## src/rtl/fir_step_bist_pkg.sv

```systemverilog
// Shared types and constants for the FIR step-response self-test.
package fir_bist_pkg;

    localparam int MISR_WIDTH = 16;
    localparam logic [MISR_WIDTH-1:0] MISR_POLY_DEFAULT = 16'h1021;

    typedef enum logic [2:0] {
        ST_IDLE,
        ST_DUT_RST,
        ST_STEP,
        ST_DRAIN,
        ST_DONE
    } bist_state_t;

    // One MISR step: shift left, apply feedback on carry-out, fold in data.
    function automatic logic [MISR_WIDTH-1:0] misr_next(
        input logic [MISR_WIDTH-1:0] sig,
        input logic [MISR_WIDTH-1:0] data,
        input logic [MISR_WIDTH-1:0] poly
    );
        return {sig[MISR_WIDTH-2:0], 1'b0} ^ (sig[MISR_WIDTH-1] ? poly : '0) ^ data;
    endfunction

endpackage

```

## src/rtl/fir_step_bist_misr16.sv

```systemverilog
// 16-bit multiple-input signature register with synchronous clear and enable.
module misr16
    import fir_bist_pkg::*;
#(
    parameter logic [MISR_WIDTH-1:0] POLY = MISR_POLY_DEFAULT
) (
    input  logic                  clk,
    input  logic                  rst,
    input  logic                  clear,
    input  logic                  enable,
    input  logic [MISR_WIDTH-1:0] data,
    output logic [MISR_WIDTH-1:0] signature
);

    // Signature register: clear wins over a compaction step.
    always_ff @(posedge clk or negedge rst) begin
        if (!rst) begin
            signature <= '0;
        end else if (clear) begin
            signature <= '0;
        end else if (enable) begin
            signature <= misr_next(signature, data, POLY);
        end
    end

endmodule

```

## src/rtl/fir_step_bist.sv

```systemverilog
// Step-stimulus generator and MISR response checker placed beside a FIR.
module fir_step_bist
    import fir_bist_pkg::*;
#(
    parameter int                    WIDTH_DATA     = 8,
    parameter logic [WIDTH_DATA-1:0] STEP_VALUE     = WIDTH_DATA'(1),
    parameter int                    DUT_RST_CYCLES = 2,
    parameter int                    STEP_LEN       = 17,
    parameter int                    DRAIN_LEN      = 310,
    parameter logic [15:0]           MISR_POLY      = MISR_POLY_DEFAULT,
    parameter logic [15:0]           EXPECTED_SIG   = 16'h0000
) (
    input  logic                  clk,
    input  logic                  rst,
    input  logic                  start,
    input  logic                  abort,
    output logic                  fir_rst,
    output logic [WIDTH_DATA-1:0] fir_din,
    input  logic [WIDTH_DATA-1:0] fir_dout,
    output logic                  busy,
    output logic                  done,
    output logic                  pass,
    output logic [15:0]           signature,
    output logic [WIDTH_DATA-1:0] peak
);

    localparam int MAX_LEN = (DUT_RST_CYCLES > STEP_LEN)
        ? ((DUT_RST_CYCLES > DRAIN_LEN) ? DUT_RST_CYCLES : DRAIN_LEN)
        : ((STEP_LEN > DRAIN_LEN) ? STEP_LEN : DRAIN_LEN);
    localparam int CNT_W = $clog2(MAX_LEN + 1);

    localparam logic [CNT_W-1:0] RST_LAST   = CNT_W'(DUT_RST_CYCLES - 1);
    localparam logic [CNT_W-1:0] STEP_LAST  = CNT_W'(STEP_LEN - 1);
    localparam logic [CNT_W-1:0] DRAIN_LAST = CNT_W'(DRAIN_LEN - 1);

    bist_state_t           state;
    bist_state_t           state_next;
    logic [CNT_W-1:0]      cnt;
    logic                  start_run;
    logic                  capture;
    logic                  in_run;
    logic [MISR_WIDTH-1:0] folded;
    logic [MISR_WIDTH-1:0] sig_next;

    // Fold the response sample down to the MISR width (zero-extend when narrower).
    always_comb begin
        folded = '0;
        for (int unsigned i = 0; i < WIDTH_DATA; i++) begin
            folded[i % MISR_WIDTH] = folded[i % MISR_WIDTH] ^ fir_dout[i];
        end
    end

    // State register.
    always_ff @(posedge clk or negedge rst) begin
        if (!rst) begin
            state <= ST_IDLE;
        end else begin
            state <= state_next;
        end
    end

    // Next-state decode; abort dominates start in every state.
    always_comb begin
        state_next = state;
        case (state)
            ST_IDLE: begin
                if (start && !abort) state_next = ST_DUT_RST;
            end
            ST_DUT_RST: begin
                if (abort)                 state_next = ST_IDLE;
                else if (cnt == RST_LAST)  state_next = ST_STEP;
            end
            ST_STEP: begin
                if (abort)                 state_next = ST_IDLE;
                else if (cnt == STEP_LAST) state_next = ST_DRAIN;
            end
            ST_DRAIN: begin
                if (abort)                  state_next = ST_IDLE;
                else if (cnt == DRAIN_LAST) state_next = ST_DONE;
            end
            ST_DONE: begin
                if (abort)      state_next = ST_IDLE;
                else if (start) state_next = ST_DUT_RST;
            end
            default: state_next = ST_IDLE;
        endcase
    end

    // Run-control strobes derived from the current and next state.
    always_comb begin
        in_run    = (state == ST_DUT_RST) || (state == ST_STEP) || (state == ST_DRAIN);
        start_run = ((state == ST_IDLE) || (state == ST_DONE)) && (state_next == ST_DUT_RST);
        capture   = ((state == ST_STEP) || (state == ST_DRAIN)) && !abort;
        sig_next  = misr_next(signature, folded, MISR_POLY);
    end

    // Per-phase cycle counter, restarted on every state change.
    always_ff @(posedge clk or negedge rst) begin
        if (!rst) begin
            cnt <= '0;
        end else if (state_next != state) begin
            cnt <= '0;
        end else if (in_run) begin
            cnt <= cnt + 1'b1;
        end
    end

    // Registered outputs decoded from the next state so they align with it.
    always_ff @(posedge clk or negedge rst) begin
        if (!rst) begin
            fir_rst <= 1'b1;
            fir_din <= '0;
            busy    <= 1'b0;
            done    <= 1'b0;
            pass    <= 1'b0;
            peak    <= '0;
        end else begin
            fir_rst <= (state_next == ST_IDLE) || (state_next == ST_DUT_RST);
            fir_din <= ((state_next == ST_DUT_RST) || (state_next == ST_STEP)) ? STEP_VALUE : '0;
            busy    <= (state_next == ST_DUT_RST) || (state_next == ST_STEP) ||
                       (state_next == ST_DRAIN);
            done    <= (state_next == ST_DONE);
            // The last sample lands on the DONE-entry edge, so compare the
            // post-update signature rather than the registered one.
            if ((state_next == ST_DONE) && (state != ST_DONE)) begin
                pass <= (sig_next == EXPECTED_SIG);
            end else if (state_next != ST_DONE) begin
                pass <= 1'b0;
            end
            if (start_run) begin
                peak <= '0;
            end else if (capture && (fir_dout > peak)) begin
                peak <= fir_dout;
            end
        end
    end

    misr16 #(
        .POLY (MISR_POLY)
    ) u_misr (
        .clk       (clk),
        .rst       (rst),
        .clear     (start_run),
        .enable    (capture),
        .data      (folded),
        .signature (signature)
    );

endmodule
```

## config.mk

```make
export PLATFORM = sky130hd
export DESIGN_NAME = fir_step_bist
export DESIGN_NICKNAME = d
export VERILOG_FILES = /design/src/rtl/fir_step_bist_pkg.sv /design/src/rtl/fir_step_bist_misr16.sv /design/src/rtl/fir_step_bist.sv
export SDC_FILE = /design/constraint.sdc
export NUM_CORES = 1
export LEC_CHECK = 0
export ABC_AREA = 1
export CORE_MARGIN = 1.5
export CORE_UTILIZATION = 55
export DETAILED_ROUTE_END_ITERATION = 10
export PLACE_DENSITY = 0.95
export SYNTH_ARGS = -nofsm -noshare
export SYNTH_HDL_FRONTEND = slang
export SYNTH_HIERARCHICAL = 1
export SYNTH_SLANG_ARGS = --single-unit
```

## constraint.sdc

```tcl
create_clock -name clk -period 2.7 [get_ports clk]
set_clock_uncertainty 0.1 [all_clocks]
set_input_delay 0.405 -clock clk [delete_from_list [all_inputs] [get_ports clk]]
set_output_delay 0.405 -clock clk [all_outputs]
set_load 0.05 [all_outputs]
```

# After elaboration in Yosys (flattened, before gate mapping)
# Cells that the tools add are included.
dict set report classes {
  mux 20
  bitwise_logic 2
  n_lt_le_gt_ge 1
  n_addsub 1
  reduce_logical 20
  n_eq_ne 14
}
# cell n
set ops {}
lappend ops {{$mux 16} 2}
lappend ops {{$mux 3} 9}
lappend ops {{$mux 9} 2}
lappend ops {{$logic_not 16->1} 1}
lappend ops {{$mux 8} 2}
lappend ops {{$xor 16x13->16} 1}
lappend ops {{$xor 16x8->16} 1}
lappend ops {{$pmux 3 s5} 1}
lappend ops {{$mux 13} 1}
lappend ops {{$eq 3x2->1 const B} 4}
lappend ops {{$add 9x1->9 const B} 1}
lappend ops {{$eq 9x1->1 const B} 1}
lappend ops {{$eq 9x5->1 const B} 1}
lappend ops {{$eq 9x9->1 const B} 1}
lappend ops {{$gt 8x8->1} 1}
lappend ops {{$reduce_bool 2->1} 4}
lappend ops {{$logic_or 1x1->1} 7}
lappend ops {{$eq 3x1->1 const B} 2}
lappend ops {{$eq 3x3->1 const B} 2}
lappend ops {{$logic_not 3->1} 2}
lappend ops {{$ne 3x3->1 const B} 2}
lappend ops {{$logic_and 1x1->1} 5}
lappend ops {{$mux 1} 3}
lappend ops {{$ne 3x3->1} 1}
lappend ops {{$logic_not 1->1} 1}
dict set report totals {
  wordCells 67
  out_inout_bits 36
  register_bits 41
  input_bits 12
}

# Longest topological paths before layout
# Gate-level depths: netlist of the first run.
dict set report logic_depth {
  depth_word 7
  ltp_mapped 14
}

# Cells and area by module
# The synthesis of the first run kept the hierarchy.
# mod instances cells_per_inst area_per_inst_um2
set by_module_without_submodules {}
lappend by_module_without_submodules {fir_step_bist 1 228 1773.0}
lappend by_module_without_submodules {misr16 1 83 822.0}

# Least setup slack after synthesis of the first run
# No wires, ideal clock.
dict set report synth_path {
  path_kind {register to register}
  startpoint {reg peak[3]}
  endpoint {reg peak[0]}
  synth_period_minus_slack_ns 2.111
  path_stages_with_launch 9
  path_buffers 0
  path_slack_ns 0.589
  required_time_ns 2.472
  arrival_time_ns 1.884
  path_cell_list {dfrtp_1 > inv_1 > ha_1 > nand2_1 > o21a_1 > o21ai_1 > nand2_2 > nand3_1 > o21ai_0}
}
dict set report synth_via {
  elab_chain_len 3
}
# element line_no
set synth_lines {}
lappend synth_lines {{from (decl)} fir_step_bist.sv:24} ;# output logic [WIDTH_DATA-1:0] peak
lappend synth_lines {{from (signal assigned)} fir_step_bist.sv:133} ;# peak <= fir_dout;
lappend synth_lines {{$gt 8x8->1} fir_step_bist.sv:132} ;# end else if (capture && (fir_dout > peak)) begin
lappend synth_lines {{$logic_and 1x1->1} fir_step_bist.sv:132}
lappend synth_lines {{$reduce_bool 2->1 (no line)} -}
# No other way between the ends.
# A chain may end at the register's enable or synchronous reset.

# Final worst setup path of the first run
dict set report layout_path {
  startpoint {reg u_misr.signature[15]}
  endpoint {out signature[15]}
}
# element line_no
set layout_rtl {}
lappend layout_rtl {{from (decl)} fir_step_bist_misr16.sv:12} ;# output logic [MISR_WIDTH-1:0] signature
lappend layout_rtl {{from (signal assigned)} fir_step_bist_misr16.sv:22} ;# signature <= misr_next(signature, data, POLY);
lappend layout_rtl {{to (decl)} fir_step_bist.sv:23} ;# output logic [15:0] signature,
# No word-level cell between the ends.

==> impl_results.md, run 1 <==
* Critical path peak fanout at 10
* Routed len/inst at 14.1 microns
* Placed inst area at 3080 sq um
* Warnings, synthesis at 6
* HPWL reported at the end of detailed placement at 4.37 mm
* Psw at 859 uW
* Top delay family on crit path: buffers and inverters
* Via count at 2,241
* Nets at 392
* Setup TNS at 0 ps
* PostCTS Resize Cnt at 0
* Grt peak-use layer: met2
* Min-Delay Path Class: in2async
* Post-CTS Setup Bufs at 0
* Multi-input logic area at 1400 sq um
* Number of global-route vias before repair at 2,193
* Reg area at 1030 sq um
* Crit-path cells: clkdlybuf4s50_1
* Int Pwr at 1260 uW
* Root Driver: clkbuf_8
* Crit path DAT at 1750 ps
* Worst Path Required at 2190 ps
* CTS tree: yes
* Synth Area per Inst at 8.34 sq um
* Leakage at 0.00145 uW
* Combinational Power Share at 0.399
* Max VDD drop at 348 uV
* Mapped Area at 2590 sq um
* Cts-stage hold buffer count at 0
* Met1 Track Usage GR at 0.335
* Peak per-stage delay on the critical path at 880 ps
* MaxCap Viol Count at 0
* Design area at 3190 sq um
* Endpoint class of the critical path: output port
* Seq cells post-synth at 41
* Status: completed
* Area contributors post-synth: dfrtp_1 (39%), nand2_1 (8.5%), xnor2_1 (6.8%)
* Fillers at 330
* Clock Path Buffers at 2
* GRT overflow at 0
* Initial antenna violation count at 0
* Cell variety after synth at 32
* Slowest CP cell: clkdlybuf4s50_1
* Cell taking the most area after synthesis: dfrtp_1
* Die area at 5140 sq um
* Most common cell after layout, fill and taps aside: nand2_1
* Core Area at 4440 sq um
* Total CTS buffers at 5
* Die width at 71.7 microns
* P per Cell Area at 664 nW/um^2
* Worst rel slew slack at 0.412
* Drt drc at 0
* GR Layer Usage met3 at 0.0647
* Synth top area share at 0.386
* Placer Congestion at 0.876
* Switching Fraction at 0.406
* N_diodes at 0
* Area delta synth->final at 22.8%
* Port bufs at 40
* Global-route wire length before repair at 10.1 mm
* Endpoints failing setup at 0
* Fin crit share at 0.834
* Total Routing Usage GR at 0.252
* Io pins at 48
* Routed Wire Length at 5.96 mm
* Setup CP Type: reg2out
* Sequential-to-total area share from yosys stat at 0.396
* Layout cells sized above 1 at 0.157
* Buf/Inv on CP at 1
* CTS clock-pin slew for the worst setup and hold paths at 80 ps
* Initial DRC count at 135
* Worst skew pair latency at 300 ps
* Row count at 24
* Final Max Slew Viols at 0
* ANT nets after route at 0
* Initial Utilization at 0.584
* # clock sinks at 41
* Sequential share of power at 0.368
* Final hold violation count at 0
* Die Y at 71.7 microns
* Kind of start point of the critical path: register
* Worst Tran Pin Value at 882 ps
* GR Layer Usage met2 at 0.410
* Most frequent cells in the layout: nand2_1 (59), dfrtp_1 (40), clkdlybuf4s50_1 (39)
* # H-tree levels at 2
* Clock network fraction of total power at 0.232
* Fmax at 0.444 GHz
* RSZ-0062 raised after global routing: no
* Cells after Synth at 311
* Vias per cell at 5.31
* 1st-pass router iterations at 7
* Crit path time final at 2250 ps
* Largest net degree at the start of global routing at 42
-- flip-flops by register name, summed over array words and instances (netlist names), 3 cells and up --
| name | flops |
|---|---|
| peak | 8 |
| state | 3 |
| u_misr/signature | 16 |
| cnt | 9 |
-- routing by layer --
metal  share of wire  wire (microns)
met4           0.015              87
met1            0.45            2650
met2            0.47            2830
met3           0.065             387
met5               0               0
-- kinds of logic (layout without fill, tap and decap cells) --
family,count (synthesis),count (layout),share of synthesized area
and+or+nand+nor,149,149,0.284
buffers and inverters,49,93,0.0853
DFF,41,41,0.396
AOI/OAI and AO/OA,31,31,0.0820
xor gates and xnor gates,29,29,0.0979
adders and majority gates,11,11,0.0530
other,1,16,0.00145
-- Yosys cell counts, drive strengths merged --
| master | count |
|---|---|
| nand4 | 3 |
| xor2 | 9 |
| nor2 | 36 |
| ha | 11 |
| conb | 1 |
| o21a | 2 |
| or2 | 1 |
| buf | 9 |
| dfrtp | 40 |
| xnor2 | 20 |
| nand3 | 30 |
| o21ai | 16 |
| a211oi | 1 |
| nand2 | 65 |
| inv | 40 |
| nand3b | 2 |
| nor4 | 2 |
| o22ai | 4 |
| a21oi | 8 |
| dfstp | 1 |
| nor3 | 10 |
-- cell type report --
class,count,area share
inverter,40,0.0471
clock inverter,2,0.0110
clock buffer,6,0.0228
sequential,41,0.322
multi-input combinational,236,0.440
timing repair buffer,45,0.136
tap,52,0.0204
-- power groups by stage --
stage	sequential [uW]	combinational [uW]	clock [uW]
2_1_floorplan	967	403	0
3_3_place_gp	782	799	0
3_5_place_dp	788	824	0
4_1_cts	778	842	495
5_1_grt	790	915	525
6_report	779	845	492
-- through the flow --
stage / hold slack [ps] / std cells / setup WS, ps / total power, uW / utilization
2_1_floorplan: 9.41 / 326 / 589 / 1370 / -
3_3_place_gp: 423 / 414 / 329 / 1580 / 0.693
3_5_place_dp: 429 / 414 / 261 / 1610 / 0.693
4_1_cts: 144 / 422 / 446 / 2110 / 0.717
5_1_grt: 186 / 422 / 408 / 2230 / 0.717
6_report: 115 / 422 / 447 / 2120 / 0.717
-- final timing paths --
check	depth (start not counted)	slack, ps	startpoint	end
worst max-delay path	1	450	u_misr/signature[15]$_DFFE_PN0P_	signature[15]
worst max register to register	8	640	state[0]$_DFF_PN0_	u_misr/signature[15]$_DFFE_PN0P_
min in group clk	2	440	peak[7]$_DFFE_PN0P_	peak[7]$_DFFE_PN0P_
worst min register to register	2	440	peak[7]$_DFFE_PN0P_	peak[7]$_DFFE_PN0P_
worst min-delay path	1	110	rst	u_misr/signature[12]$_DFFE_PN0P_
max in group asynchronous	1	1830	rst	peak[7]$_DFFE_PN0P_
Power figures use the tool's default switching activity.
==> inputs of run 2 (changes only) <==
--- a/config.mk
+++ b/config.mk
@@ -7,9 +7,9 @@
 export LEC_CHECK = 0
 export ABC_AREA = 1
 export CORE_MARGIN = 1.5
-export CORE_UTILIZATION = 55
+export CORE_UTILIZATION = 53
 export DETAILED_ROUTE_END_ITERATION = 10
-export PLACE_DENSITY = 0.95
+export PLACE_DENSITY = 0.93
 export SYNTH_ARGS = -nofsm -noshare
 export SYNTH_HDL_FRONTEND = slang
 export SYNTH_HIERARCHICAL = 1
==> constraint.sdc (replaced) <==
create_clock -name clk -period 2.17 [get_ports clk]
set_clock_uncertainty 0.1 [all_clocks]
set_input_delay 0.3255 -clock clk [delete_from_list [all_inputs] [get_ports clk]]
set_output_delay 0.3255 -clock clk [all_outputs]
set_load 0.05 [all_outputs]
==> run 2 against run 1 <==
  * Sequential power rose by 23%
  * Clock-buffer cell count rose by 1
  * Flip-flop and latch count did not move
  * Final area rose by 3.4%
  * Wire length fell by 2.9%
  * Largest cell class unchanged
==> impl_results.md, run 2 (synthesis gave the netlist of run 1 again) <==
* Slowest CP cell: clkdlybuf4s50_1
* Number of global-route vias before repair at 2,232 (+1.8%)
* CTS clock-pin slew for the worst setup and hold paths at 80 ps (about the same)
* Final hold violation count at 0 (unchanged)
* Worst rel slew slack at 0.653 (+0.241)
* Root Driver: clkbuf_8
* Vias per cell at 5.16 (-2.9%)
* Most flop-heavy register: u_misr/signature
* Placer Congestion at 0.946 (+7.9%)
* Crit path DAT at 1610 ps (-140 ps)
* Worst Tran Pin Value at 520 ps (-361 ps)
* Layout cells sized above 1 at 0.179 (+0.0222)
* Design area at 3290 sq um (+3.4%)
* Drt drc at 0 (unchanged)
* R2R Setup Slk at 210 ps (-430 ps)
* # clock sinks at 41 (unchanged)
* Buf/Inv on CP at 1 (unchanged)
* Max VDD drop at 656 uV (+89%)
* P per Cell Area at 778 nW/um^2 (+17%)
* Core Area at 4720 sq um (+6.3%)
* Sequential share of power at 0.373 (+0.005)
* # H-tree levels at 2 (unchanged)
* N_diodes at 0 (unchanged)
* Endpoint class of the critical path: output port
* CP Launch Point: fir_rst$_DFF_PN1_
* Final Max Slew Viols at 0 (unchanged)
* Area delta synth->final at 27.0%
* Die Y at 73.0 microns (+1.8%)
* Initial antenna violation count at 0 (unchanged)
* Switching Fraction at 0.405 (-0.00132)
* Kind of start point of the critical path: register
* Die area at 5320 sq um (+3.6%)
* Via count at 2,306 (+2.9%)
* MaxCap Viol Count at 0 (unchanged)
* RSZ-0062 raised after global routing: no
* Pre-CTS WS at -61.9 ps (-323 ps)
* 1st-pass router iterations at 4 (-3)
* Peak per-stage delay on the critical path at 790 ps (-90 ps)
* Initial Utilization at 0.549 (-0.0345)
* Min-Delay Path Class: in2async
* Worst R2R End: u_misr/signature[0]$_DFFE_PN0P_
* HPWL reported at the end of detailed placement at 4.22 mm (-3.6%)
* Max FFs per register at 16 (unchanged)
* Combinational Power Share at 0.414 (+0.015)
* ANT nets after route at 0 (unchanged)
* Leakage at 0.00151 uW (+3.8%)
* Port bufs at 40 (unchanged)
* Worst Hold Margin at 448 ps (+333 ps)
* Largest net degree at the start of global routing at 23 (-45%)
* Clock Path Buffers at 2 (unchanged)
* Crit-path cells: clkdlybuf4s50_1
* Int Pwr at 1530 uW (+21%)
* Clock network fraction of total power at 0.213 (-0.019)
* Fmax at 0.492 GHz
* Worst Path Required at 1740 ps (-450 ps)
* Largest registers: u_misr/signature x16, cnt x9, peak x8
* Most frequent cells in the layout: nand2_1 (59), dfrtp_1 (40), clkdlybuf4s50_1 (39)
* Io pins at 48 (unchanged)
* CTS tree: yes
* Status: completed
* Setup CP Type: reg2out
* Fin crit share at 0.937
* Die width at 73.0 microns (+1.8%)
* Routed len/inst at 12.9 microns (-8.3%)
* GRT overflow at 0 (unchanged)
* Setup TNS at 0 ps (unchanged)
* Critical path peak fanout at 1 (-9)
* Crit path time final at 2030 ps
* Final worst-path setup slack at 136 ps (-312 ps)
* Placed inst area at 3180 sq um (+3.2%)
* Most common cell after layout, fill and taps aside: nand2_1
* Worst r2r path cells at 8 (unchanged)
* Routed Wire Length at 5.79 mm (-2.9%)
* Worst skew pair latency at 300 ps (about the same)
* Global-route wire length before repair at 9.87 mm (-2.7%)
* Initial DRC count at 114 (-16%)
* Nets at 402 (+2.6%)
* Endpoints failing setup at 0 (unchanged)
* Row count at 25 (+4.2%)
* Top delay family on crit path: buffers and inverters
* Total Routing Usage GR at 0.241 (-0.0110)
* Reg-to-Reg Start: state[0]$_DFF_PN0_
* Total CTS buffers at 5 (unchanged)
* Psw at 1040 uW (+21%)
## run 2: cell count changes in the layout (fill, tap and decap cells not counted), sizes merged
cell / before / now
buf: 6 / 15
bufinv: 1 / 0
clkbuf: 6 / 7
clkinv: 1 / 2
dlygate4sd3: 0 / 1
inv: 40 / 39
## run 2: per-layer routing
metal / up-vias / share of wire / wire (microns) / global-route usage
li1: 1115 / - / - / -
met2: 80 / 0.50 / 2870 / 0.413
met1: 1099 / 0.43 / 2500 / 0.299
met5: - / 0 / 0 / 0
met4: 0 / 0.019 / 110 / 0.0860
met3: 12 / 0.053 / 309 / 0.0525
## run 2: layout make-up
class                           instances  area [sq um]
Tap cell                               67          83.8
Clock inverter                          1          5.00
Multi-Input combinational cell        236          1410
Clock buffer                            7          96.3
Sequential cell                        41          1030
Timing Repair Buffer                   55           523
Fill cell                             340          1430
Inverter                               40           151
## run 2: how the worst max path moves through the flow
| stage | endpoint | slack [ps] | cells after the start |
|---|---|---|---|
| after floorplan | peak[0]$_DFFE_PN0P_ | 60 | 8 |
| after global placement | peak[4]$_DFFE_PN0P_ | 20 | 8 |
| after detailed placement | u_misr/signature[15]$_DFFE_PN0P_ | -60 | 7 |
| after CTS | fir_rst | 130 | 1 |
| after global routing | u_misr/signature[0]$_DFFE_PN0P_ | 50 | 8 |
| final | fir_rst | 140 | 1 |
## run 2: stage by stage
stage	total power, uW	instances	util
2_1_floorplan	1700	326	-
3_3_place_gp	1980	438	0.673
6_report	2560	447	0.697
3_5_place_dp	2010	438	0.673
5_1_grt	2720	447	0.697
4_1_cts	2580	447	0.696
## run 2: repair_timing
action,CTS,global route
endpoints found under the setup margin,0,3
setup buffers,0,0
resized for setup,0,2
hold buffers,1,0
hold endpoints to repair,20,0
## run 2: power groups by stage
stage	Clock, uW	Sequential [uW]	Combinational [uW]
6_report	546	956	1060
5_1_grt	590	974	1150
4_1_cts	562	956	1060
3_5_place_dp	0	972	1040
3_3_place_gp	0	965	1020
2_1_floorplan	0	1200	501
